## config.mk

```make
export PLATFORM = sky130hd
export DESIGN_NAME = cosim_commit_fifo
export DESIGN_NICKNAME = d
export VERILOG_FILES = /design/src/rtl/cosim_commit_fifo.sv
export SDC_FILE = /design/constraint.sdc
export NUM_CORES = 2
export LEC_CHECK = 0
export BUFFER_PORTS_ARGS = -buffer_cell sky130_fd_sc_hd__buf_4
export CAP_MARGIN = 10
export CORE_MARGIN = 2
export CORE_UTILIZATION = 50
export DETAILED_ROUTE_END_ITERATION = 7
export GPL_TIMING_DRIVEN = 0
export PLACE_DENSITY = 0.65
export SLEW_MARGIN = 20
export SYNTH_ARGS = -nofsm -noshare
export SYNTH_HDL_FRONTEND = slang
export SYNTH_SLANG_ARGS = --single-unit
```

## constraint.sdc

```tcl
create_clock -name clk -period 68 [get_ports clk]
set_input_delay 0 -clock clk [delete_from_list [all_inputs] [get_ports clk]]
set_output_delay 0 -clock clk [all_outputs]
set_load 0.005 [all_outputs]
```

## src/rtl/cosim_commit_fifo.sv

```systemverilog
// cosim_commit_fifo
//   Per-hart producer for the Spike co-simulation checker. Captures retired
//   instructions from the core commit port (and, optionally, mip changes as
//   interrupt marker records). Buffers them in order in a first-word-fall-through
//   circular buffer. Presents the head record through a valid/ready pop port.
//
//   Optional feature macro: COSIM_COMMIT_IRQ_MARKER_EN
//     defined   : mip change detection; a marker record is pushed ahead of any
//                 same-cycle commit (up to two pushes per cycle).
//     undefined : irq_mip_i is ignored; out_is_irq_o and out_mip_o are tied 0.
//
// Ports
//   clk, rst_n                 clock, async active-low reset
//   commit_*_i                 retirement event (valid, pc, ins, dst, wr, data, xcpt, cause)
//   irq_mip_i                  current mip from the core
//   flush_i                    synchronous clear of all records, seq and overflow
//   out_valid_o / out_ready_i  head record handshake
//   out_*_o                    head record fields (0 while empty)
//   count_o                    occupancy 0..DEPTH
//   overflow_o                 sticky: a push set was dropped
//   hart_id_o                  constant HART_ID
module cosim_commit_fifo #(
  parameter int DEPTH   = 8,
  parameter int XLEN    = 64,
  parameter int HART_ID = 0
) (
  input  logic                     clk,
  input  logic                     rst_n,
  input  logic                     commit_valid_i,
  input  logic [XLEN-1:0]          commit_pc_i,
  input  logic [31:0]              commit_ins_i,
  input  logic [4:0]               commit_dst_i,
  input  logic                     commit_wr_valid_i,
  input  logic [XLEN-1:0]          commit_data_i,
  input  logic                     commit_xcpt_i,
  input  logic [XLEN-1:0]          commit_xcpt_cause_i,
  input  logic [XLEN-1:0]          irq_mip_i,
  input  logic                     flush_i,
  output logic                     out_valid_o,
  input  logic                     out_ready_i,
  output logic                     out_is_irq_o,
  output logic [XLEN-1:0]          out_pc_o,
  output logic [31:0]              out_ins_o,
  output logic [4:0]               out_dst_o,
  output logic                     out_wr_valid_o,
  output logic [XLEN-1:0]          out_data_o,
  output logic                     out_xcpt_o,
  output logic [XLEN-1:0]          out_xcpt_cause_o,
  output logic [XLEN-1:0]          out_mip_o,
  output logic [31:0]              out_seq_o,
  output logic [$clog2(DEPTH):0]   count_o,
  output logic                     overflow_o,
  output logic [31:0]              hart_id_o
);

  localparam int AW = $clog2(DEPTH);
  localparam int CW = AW + 1;

  // Commit-info record; marker-only fields live in separate arrays so the
  // default build carries no dead storage.
  typedef struct packed {
    logic [XLEN-1:0] pc;
    logic [31:0]     ins;
    logic [4:0]      dst;
    logic            wr_valid;
    logic [XLEN-1:0] data;
    logic            xcpt;
    logic [XLEN-1:0] cause;
    logic [31:0]     seq;
  } rec_t;

  rec_t            rec_mem [DEPTH];
  logic [AW-1:0]   rd_ptr, wr_ptr, cm_ptr;
  logic [CW-1:0]   count;
  logic [31:0]     seq;
  logic            overflow;

  logic            pop;
  logic            irq_chg;
  logic [1:0]      n_push;
  logic [CW:0]     free_slots;
  logic            drop;
  logic            accept;
  rec_t            commit_rec;
  rec_t            marker_rec;
  rec_t            head;

  // ---------------------------------------------------------------------------
  // Push / pop decision
  // ---------------------------------------------------------------------------
`ifdef COSIM_COMMIT_IRQ_MARKER_EN
  logic [XLEN-1:0] mip_prev;
  logic            irq_mem [DEPTH];
  logic [XLEN-1:0] mip_mem [DEPTH];

  assign irq_chg = (irq_mip_i != mip_prev);

  // mip_prev tracks the core every cycle, even when the marker is dropped or
  // flushed, so a lost change is not re-reported later.
  always_ff @(posedge clk or negedge rst_n) begin
    if (!rst_n) mip_prev <= '0;
    else        mip_prev <= irq_mip_i;
  end
`else
  logic unused_irq_mip;
  assign unused_irq_mip = ^irq_mip_i;
  assign irq_chg        = 1'b0;
`endif

  assign out_valid_o = (count != '0);
  assign pop         = out_valid_o && out_ready_i;
  assign n_push      = {1'b0, irq_chg} + {1'b0, commit_valid_i};

  // A same-cycle pop frees a slot. The whole push set is dropped when it does
  // not fit: a marker is never split from its commit.
  assign free_slots  = (CW+1)'(DEPTH) - {1'b0, count} + (CW+1)'(pop);
  assign drop        = !flush_i && ((CW+1)'(n_push) > free_slots);
  assign accept      = !flush_i && (n_push != 2'd0) && !drop;

  // Marker takes the lower slot, so the commit lands one slot (and one seq) later.
  assign cm_ptr      = wr_ptr + AW'(irq_chg);

  always_comb begin
    commit_rec          = '0;
    commit_rec.pc       = commit_pc_i;
    commit_rec.ins      = commit_ins_i;
    commit_rec.dst      = commit_dst_i;
    commit_rec.wr_valid = commit_wr_valid_i;
    commit_rec.data     = commit_data_i;
    commit_rec.xcpt     = commit_xcpt_i;
    commit_rec.cause    = commit_xcpt_cause_i;
    commit_rec.seq      = seq + 32'(irq_chg);
    marker_rec          = '0;
    marker_rec.seq      = seq;
  end

  // ---------------------------------------------------------------------------
  // Storage: writes only touch free slots, so the head is never disturbed.
  // ---------------------------------------------------------------------------
  always_ff @(posedge clk) begin
    if (accept) begin
      if (irq_chg) begin
        rec_mem[wr_ptr] <= marker_rec;
`ifdef COSIM_COMMIT_IRQ_MARKER_EN
        irq_mem[wr_ptr] <= 1'b1;
        mip_mem[wr_ptr] <= irq_mip_i;
`endif
      end
      if (commit_valid_i) begin
        rec_mem[cm_ptr] <= commit_rec;
`ifdef COSIM_COMMIT_IRQ_MARKER_EN
        irq_mem[cm_ptr] <= 1'b0;
        mip_mem[cm_ptr] <= '0;
`endif
      end
    end
  end

  // ---------------------------------------------------------------------------
  // Pointers, occupancy, sequence counter, sticky overflow
  // ---------------------------------------------------------------------------
  always_ff @(posedge clk or negedge rst_n) begin
    if (!rst_n) begin
      rd_ptr   <= '0;
      wr_ptr   <= '0;
      count    <= '0;
      seq      <= '0;
      overflow <= 1'b0;
    end else if (flush_i) begin
      rd_ptr   <= '0;
      wr_ptr   <= '0;
      count    <= '0;
      seq      <= '0;
      overflow <= 1'b0;
    end else begin
      if (pop) rd_ptr <= rd_ptr + AW'(1);
      if (accept) begin
        wr_ptr <= wr_ptr + AW'(n_push);
        seq    <= seq + 32'(n_push);
      end
      count <= count + (accept ? CW'(n_push) : CW'(0)) - CW'(pop);
      if (drop) overflow <= 1'b1;
    end
  end

  // ---------------------------------------------------------------------------
  // Head presentation (zeroed while empty)
  // ---------------------------------------------------------------------------
  assign head             = rec_mem[rd_ptr];
  assign out_pc_o         = out_valid_o ? head.pc       : '0;
  assign out_ins_o        = out_valid_o ? head.ins      : '0;
  assign out_dst_o        = out_valid_o ? head.dst      : '0;
  assign out_wr_valid_o   = out_valid_o ? head.wr_valid : 1'b0;
  assign out_data_o       = out_valid_o ? head.data     : '0;
  assign out_xcpt_o       = out_valid_o ? head.xcpt     : 1'b0;
  assign out_xcpt_cause_o = out_valid_o ? head.cause    : '0;
  assign out_seq_o        = out_valid_o ? head.seq      : '0;
`ifdef COSIM_COMMIT_IRQ_MARKER_EN
  assign out_is_irq_o     = out_valid_o ? irq_mem[rd_ptr] : 1'b0;
  assign out_mip_o        = out_valid_o ? mip_mem[rd_ptr] : '0;
`else
  assign out_is_irq_o     = 1'b0;
  assign out_mip_o        = '0;
`endif

  assign count_o    = count;
  assign overflow_o = overflow;
  assign hart_id_o  = 32'(HART_ID);

endmodule

```

### Word-level counts from Yosys, hierarchy flattened

Memory sizes are Yosys's and may differ from the RTL's.
Cells that the tools add are included.

| word-level totals | value |
|---|---|
| bits in registers | 43 |
| memory bits (writable) | 2104 |
| bits of input ports | 300 |
| output and inout port bits | 366 |
| logic and storage cells | 45 |
| memories kept | 1 |

Memory list:

| name | words | bits a word | read ports | clocked after Yosys merged registers in | wr ports | RTL line | text |
|---|---|---|---|---|---|---|---|
| rec_mem | 8 | 263 | 1 | 0 | 1 | 72 | `rec_t rec_mem [DEPTH];` |

| cells by class | value |
|---|---|
| $add $sub $neg | 7 |
| $lt $le $gt $ge | 1 |
| multiplexer cells | 21 |
| reduce and logical (&&, ||, !) cells | 10 |

Operator list:

| cell | number |
|---|---|
| $mux W64 | 3 |
| $mux W32 | 4 |
| $add A32 B1 Y32 | 1 |
| $mux W3 | 4 |
| $mux W1 | 8 |
| $reduce_bool A2 Y1 | 3 |
| $add A5 B1 Y5 | 1 |
| $gt A1 B5 Y1 | 1 |
| $mux W5 | 1 |
| $sub A4 B4 Y5 const A | 1 |
| $add A4 B1 Y4 | 1 |
| $logic_and A1 B1 Y1 | 4 |
| $mux W4 | 1 |
| $reduce_bool A4 Y1 | 1 |
| $sub A4 B1 Y4 | 1 |
| $add A3 B1 Y3 | 1 |
| $add A3 B1 Y3 const B | 1 |
| $logic_not A1 Y1 | 2 |

### Longest topological paths before layout

| logic depth | value |
|---|---|
| depth in word-level cells | 11 |
| mapped depth | 21 |
| depth with buffers taken out | 20 |

### Worst setup path before layout

No wires, ideal clock.

| timing | value |
|---|---|
| path kind | reg-to-reg |
| start | register count[2], in the netlist count_o[2] |
| end | memory rec_mem[6][0] (netlist name), enable pin |
| library setup time | 1621 ps |
| arrival time | 29074 ps |
| data required time | 66379 ps |
| setup slack | 37305 ps |
| stages on the path, launching flop included | 15 |
| path buffers | 1 |
| period minus slack after synthesis | 30695 ps |
| cells stage by stage | dfrtp_1 > inv_1 > ha_1 > and2_1 > inv_1 > nand2_1 > ha_1 > inv_1 > ha_1 > and4b_1 > a221o_1 > buf_6 > nand2_2 > nand2_1 > nor4b_1 |

| between the ends | value |
|---|---|
| longest elaborated chain between the ends | 9 |
| elaborated cells between the ends (all ways) | 10 |
| those cells by class | add/sub (2); order compare (1); mux (2); reduce/logical (5) |

RTL lines:

| item | RTL line | text |
|---|---|---|
| start: declaration | 74 | `logic [CW-1:0] count;` |
| start signal: assignment | 181 | `count <= count + (accept ? CW'(n_push) : CW'(0)) - CW'(pop);` |
| $reduce_bool A4 Y1 | 110 | `assign out_valid_o = (count != '0);` |
| named net out_valid_o | 39 | `output logic out_valid_o,` |
| $logic_and A1 B1 Y1 | 111 | `assign pop = out_valid_o && out_ready_i;` |
| $add A5 B1 Y5 | 116 | `assign free_slots = (CW+1)'(DEPTH) - {1'b0, count} + (CW+1)'(pop);` |
| $gt A1 B5 Y1 | 117 | `assign drop = !flush_i && ((CW+1)'(n_push) > free_slots);` |
| $logic_and A1 B1 Y1 | 117 |  |
| $logic_not A1 Y1 | 118 | `assign accept = !flush_i && (n_push != 2'd0) && !drop;` |
| $logic_and A1 B1 Y1 | 118 |  |
| $mux W1 | 141 | `if (accept) begin` |
| $mux W1 (not written as such) | 150 | `rec_mem[cm_ptr] <= commit_rec;` |
| end: declaration | 72 |  |

The timed path passes the listed nets, and every way through them passes these cells.

### Worst setup path after layout

| timing | value |
|---|---|
| start | register count[2], in the netlist count_o[2] |
| end | memory rec_mem[4][47] (netlist name), enable pin |

| between the ends | value |
|---|---|
| longest elaborated chain between the ends | 9 |
| elaborated cells between the ends (all ways) | 10 |
| those cells by class | add/sub (2); order compare (1); mux (2); reduce/logical (5) |

RTL lines:

| item | RTL line |
|---|---|
| parallel branches: the longest is 2 deep, another holds $sub A4 B4 Y5 | n/a |
| $add A5 B1 Y5 * | 116 |
| $gt A1 B5 Y1 * | 117 |
| $logic_and A1 B1 Y1 * | 117 |
| $logic_not A1 Y1 * | 118 |
| $logic_and A1 B1 Y1 * | 118 |
| $mux W1 * | 141 |
| $mux W1 (not written as such) * | 150 |

Every way passes the cells marked *.

==> impl_metrics.ini <==
[outcome]
outcome = completed

[route]
wl_per_cell_um = 25.9
vias = 42600
drc = 0
drt_iter0_drc = 3893
viasPerCell = 5.52
ant_nets = 0
finalWirelength_mm = 200
firstDrtPassIters = 7

[pwr]
fin_total_pwr_mw = 3.59
power_frac_comb_pct = 26.2
seqPwrFrac_pct = 42.3
leakage_nw = 35.3
vdd_drop_max_mv = 0.0256
p_int_mw = 2.58
power_density_nw_per_um2 = 34.5
p_sw_share_pct = 28.1
p_sw_mw = 1.01
clockPowerShare_pct = 31.5

[timing]
finalMaxSlewViolations = 0
max_freq_mhz = 152
worstMarginPinSlew_ps = 1130
finalSetupTns_ps = 0
slew_headroom_pct = 24.9
fin_ws_ps = 61410
fin_worst_skew_ps = 51.8
setup_violations = 0
timing.final.crit_share_pct = 9.69
rsz0062_at_grt = false
fin_crit_ps = 6590
hold_viol = 0

[global_routing]
grt_pass1_wl_mm = 291
gr-usage-all-layers_pct = 23.7
grt_pass1_vias = 43700
grt_antenna_before_repair = 32
grt_max_degree = 44
grt-ovfl-total = 0

[clocking]
cts_htree_levels = 4
post_cts_resized = 0
clock_sinks = 2147
clk_path_buf_depth = 3
cts_tree = built
cts_setup_buffers = 0
cts_buffers = 213
cts.clk_slew.worst_paths_ps = 60
cts_hold_buf = 464
cts_root_buf = clkbuf_16
insertion_delay_ps = 890

[place]
place_area_um2 = 92700
dp_hpwl_mm = 136
routabilityCongestion = 0.740
dp_slack_ps = 61420
io_buffers = 504

[yosys]
synth_seq_cells = 2147
synth_ff_type = edfxtp_1
ys_async_sr_fraction_pct = 2.00
synth_warnings = 0
synth_cell_type_count = 54
synthCells = 3708
syn_area_um2 = 82800
avgSynthCellArea_um2 = 22.3
yosysSeqAreaShare_pct = 77.6
synth-edff-count = 2104

[finish]
finalNetCount = 5650
fillers = 11400
seq_area_um2 = 64300
area_growth_pct = 25.9
multi_input_area_um2 = 17400
final_cell_area_um2 = 104000
drive_above_1_share_pct = 33.9

[floorplan]
num_io_pins = 666
rows = 149
die_w_um = 411
die_height_um = 411
initial_core_util_pct = 50.3
core_area_um2 = 165000
die-area_um2 = 169000

[worst_hold_path]
min_path_type = primary input to flip-flop

[worst_setup_path]
cp_max_fo = 10
critPathArrivalTime_ps = 7160
timing_worst_setup_path_type = flip-flop to flip-flop
startpoint_type = flip-flop
cpMaxStageDelayCell = nor4_2
max_stage_delay_ps = 690
crit_required_ps = 68570
cp_common_cell = buf_4
end_kind = flip-flop

[flow_run]
drv_cap = 0
## stage by stage
stage / hold slack (ps) / std cells / utilization (%)
floorplan: -296 / 3804 / -
CTS: 0.535 / 7705 / 63.3
global route: 14.8 / 7710 / 63.3
finish: 53.5 / 7718 / 63.3
detailed placement: 43.1 / 6844 / 56.3
global placement: 44.1 / 6497 / 54.5
## synth_stat cells, types with 5 or more instances
library cell  instances  area, um^2
xor2_1                5        43.8
nand3_1              14        70.1
mux4_2              526       11800
a2111oi_2             7         105
ha_1                 15         188
nand2_1              22        82.6
buf_1                38         143
nand4_1               6        37.5
mux2i_1             263        2630
or3_1                 6        37.5
o21ai_0               5        25.0
edfxtp_1           2104       63200
nor2_1              297        1110
xnor2_1              19         166
buf_2                61         305
clkbuf_1             86         323
inv_1                11        41.3
dfrtp_1              43        1080
buf_4                98         736
and3_1                6        37.5
a21oi_1              18        90.1
nor2b_1               5        31.3
## final cells by class
type                       count  area share [%]
clock buffer                 257            5.29
sequential                  2147            61.7
inverter                      12          0.0432
tap                         2189            2.63
buffer                       284            1.47
timing repair buffer        1315            11.0
clock inverter               140            1.20
antenna                       13          0.0312
multi-input combinational   1361            16.7
## routing by layer
| metal | global-route usage, % | wire [um] | vias to the layer above |
|---|---|---|---|
| li1 | - | - | 18500 |
| met1 | 32.4 | 81600 | 22300 |
| met2 | 38.5 | 98000 | 1501 |
| met3 | 4.95 | 14300 | 293 |
| met4 | 7.76 | 6040 | 22 |
| met5 | 0 | 145 | - |
## state kept, by name (all words and copies together), names as in the netlist
signal      count
count_o         4
overflow_o      1
rd_ptr          3
rec_mem      2104
seq            32
wr_ptr          3
## worst max-delay path: cells and delay by family (launching register included)
family	cells	cell delay (ps)
AO/OA/AOI/OAI	1	400
adder cells (fa/ha/maj)	3	580
buffers and inverters	18	3340
flip-flops	1	450
AND/OR/NAND/NOR	6	1470
## path summary, 6_finish.rpt
| check | from | endpoint | slack, ps | cells after the start |
|---|---|---|---|---|
| setup / recovery | count_o[2] | rec_mem[4][47] | 61410 | 28 |
| hold / removal | commit_ins_i[0] | rec_mem[1][167] | 50 | 2 |
| setup reg to reg | count_o[2] | rec_mem[4][47] | 61410 | 28 |
| hold reg to reg | overflow_o | overflow_o | 550 | 2 |
| max in group asynchronous | rst_n | seq[23] | 67520 | 4 |
| min in group asynchronous | rst_n | seq[24] | 230 | 4 |
## power by group through the flow
stage	Clock [mW]	Sequential [mW]	Combinational, mW
floorplan	0	1.58	0.493
global placement	0	1.62	0.904
detailed placement	0	1.55	0.935
CTS	1.15	1.52	0.962
global route	1.20	1.52	1.01
finish	1.13	1.52	0.942
## layout by cell type, fill, tap and decap left out, drive strengths merged, types with 4 or more instances in the layout
| cell | instances |
|---|---|
| edfxtp | 2104 |
| buf | 1050 |
| mux4 | 526 |
| dlygate4sd3 | 463 |
| clkbuf | 343 |
| nor2 | 297 |
| mux2i | 263 |
| clkinv | 113 |
| conb | 97 |
| dfrtp | 43 |
| nand2 | 24 |
| xnor2 | 20 |
| inv | 20 |
| a21oi | 18 |
| ha | 15 |
| nand3 | 14 |
| diode | 13 |
| bufinv | 13 |
| a2111oi | 10 |
| or3 | 6 |
| nand4 | 6 |
| and3 | 6 |
| clkinvlp | 6 |
| o21ai | 6 |
| xor2 | 5 |
| nor2b | 5 |
| a211oi | 5 |
| nand2b | 4 |
| and4 | 4 |
## cells by family after synthesis
family / count (synthesis) / synth area share [%]
compound gates: 49 / 0.506
xor+xnor: 25 / 0.274
fa+ha+maj: 16 / 0.251
buf+inv: 296 / 1.89
flops: 2147 / 77.6
mux: 792 / 17.5
other cells: 1 / 0.00453
simple gates: 382 / 1.93
Note: power is estimated with default switching activity, not from simulation.
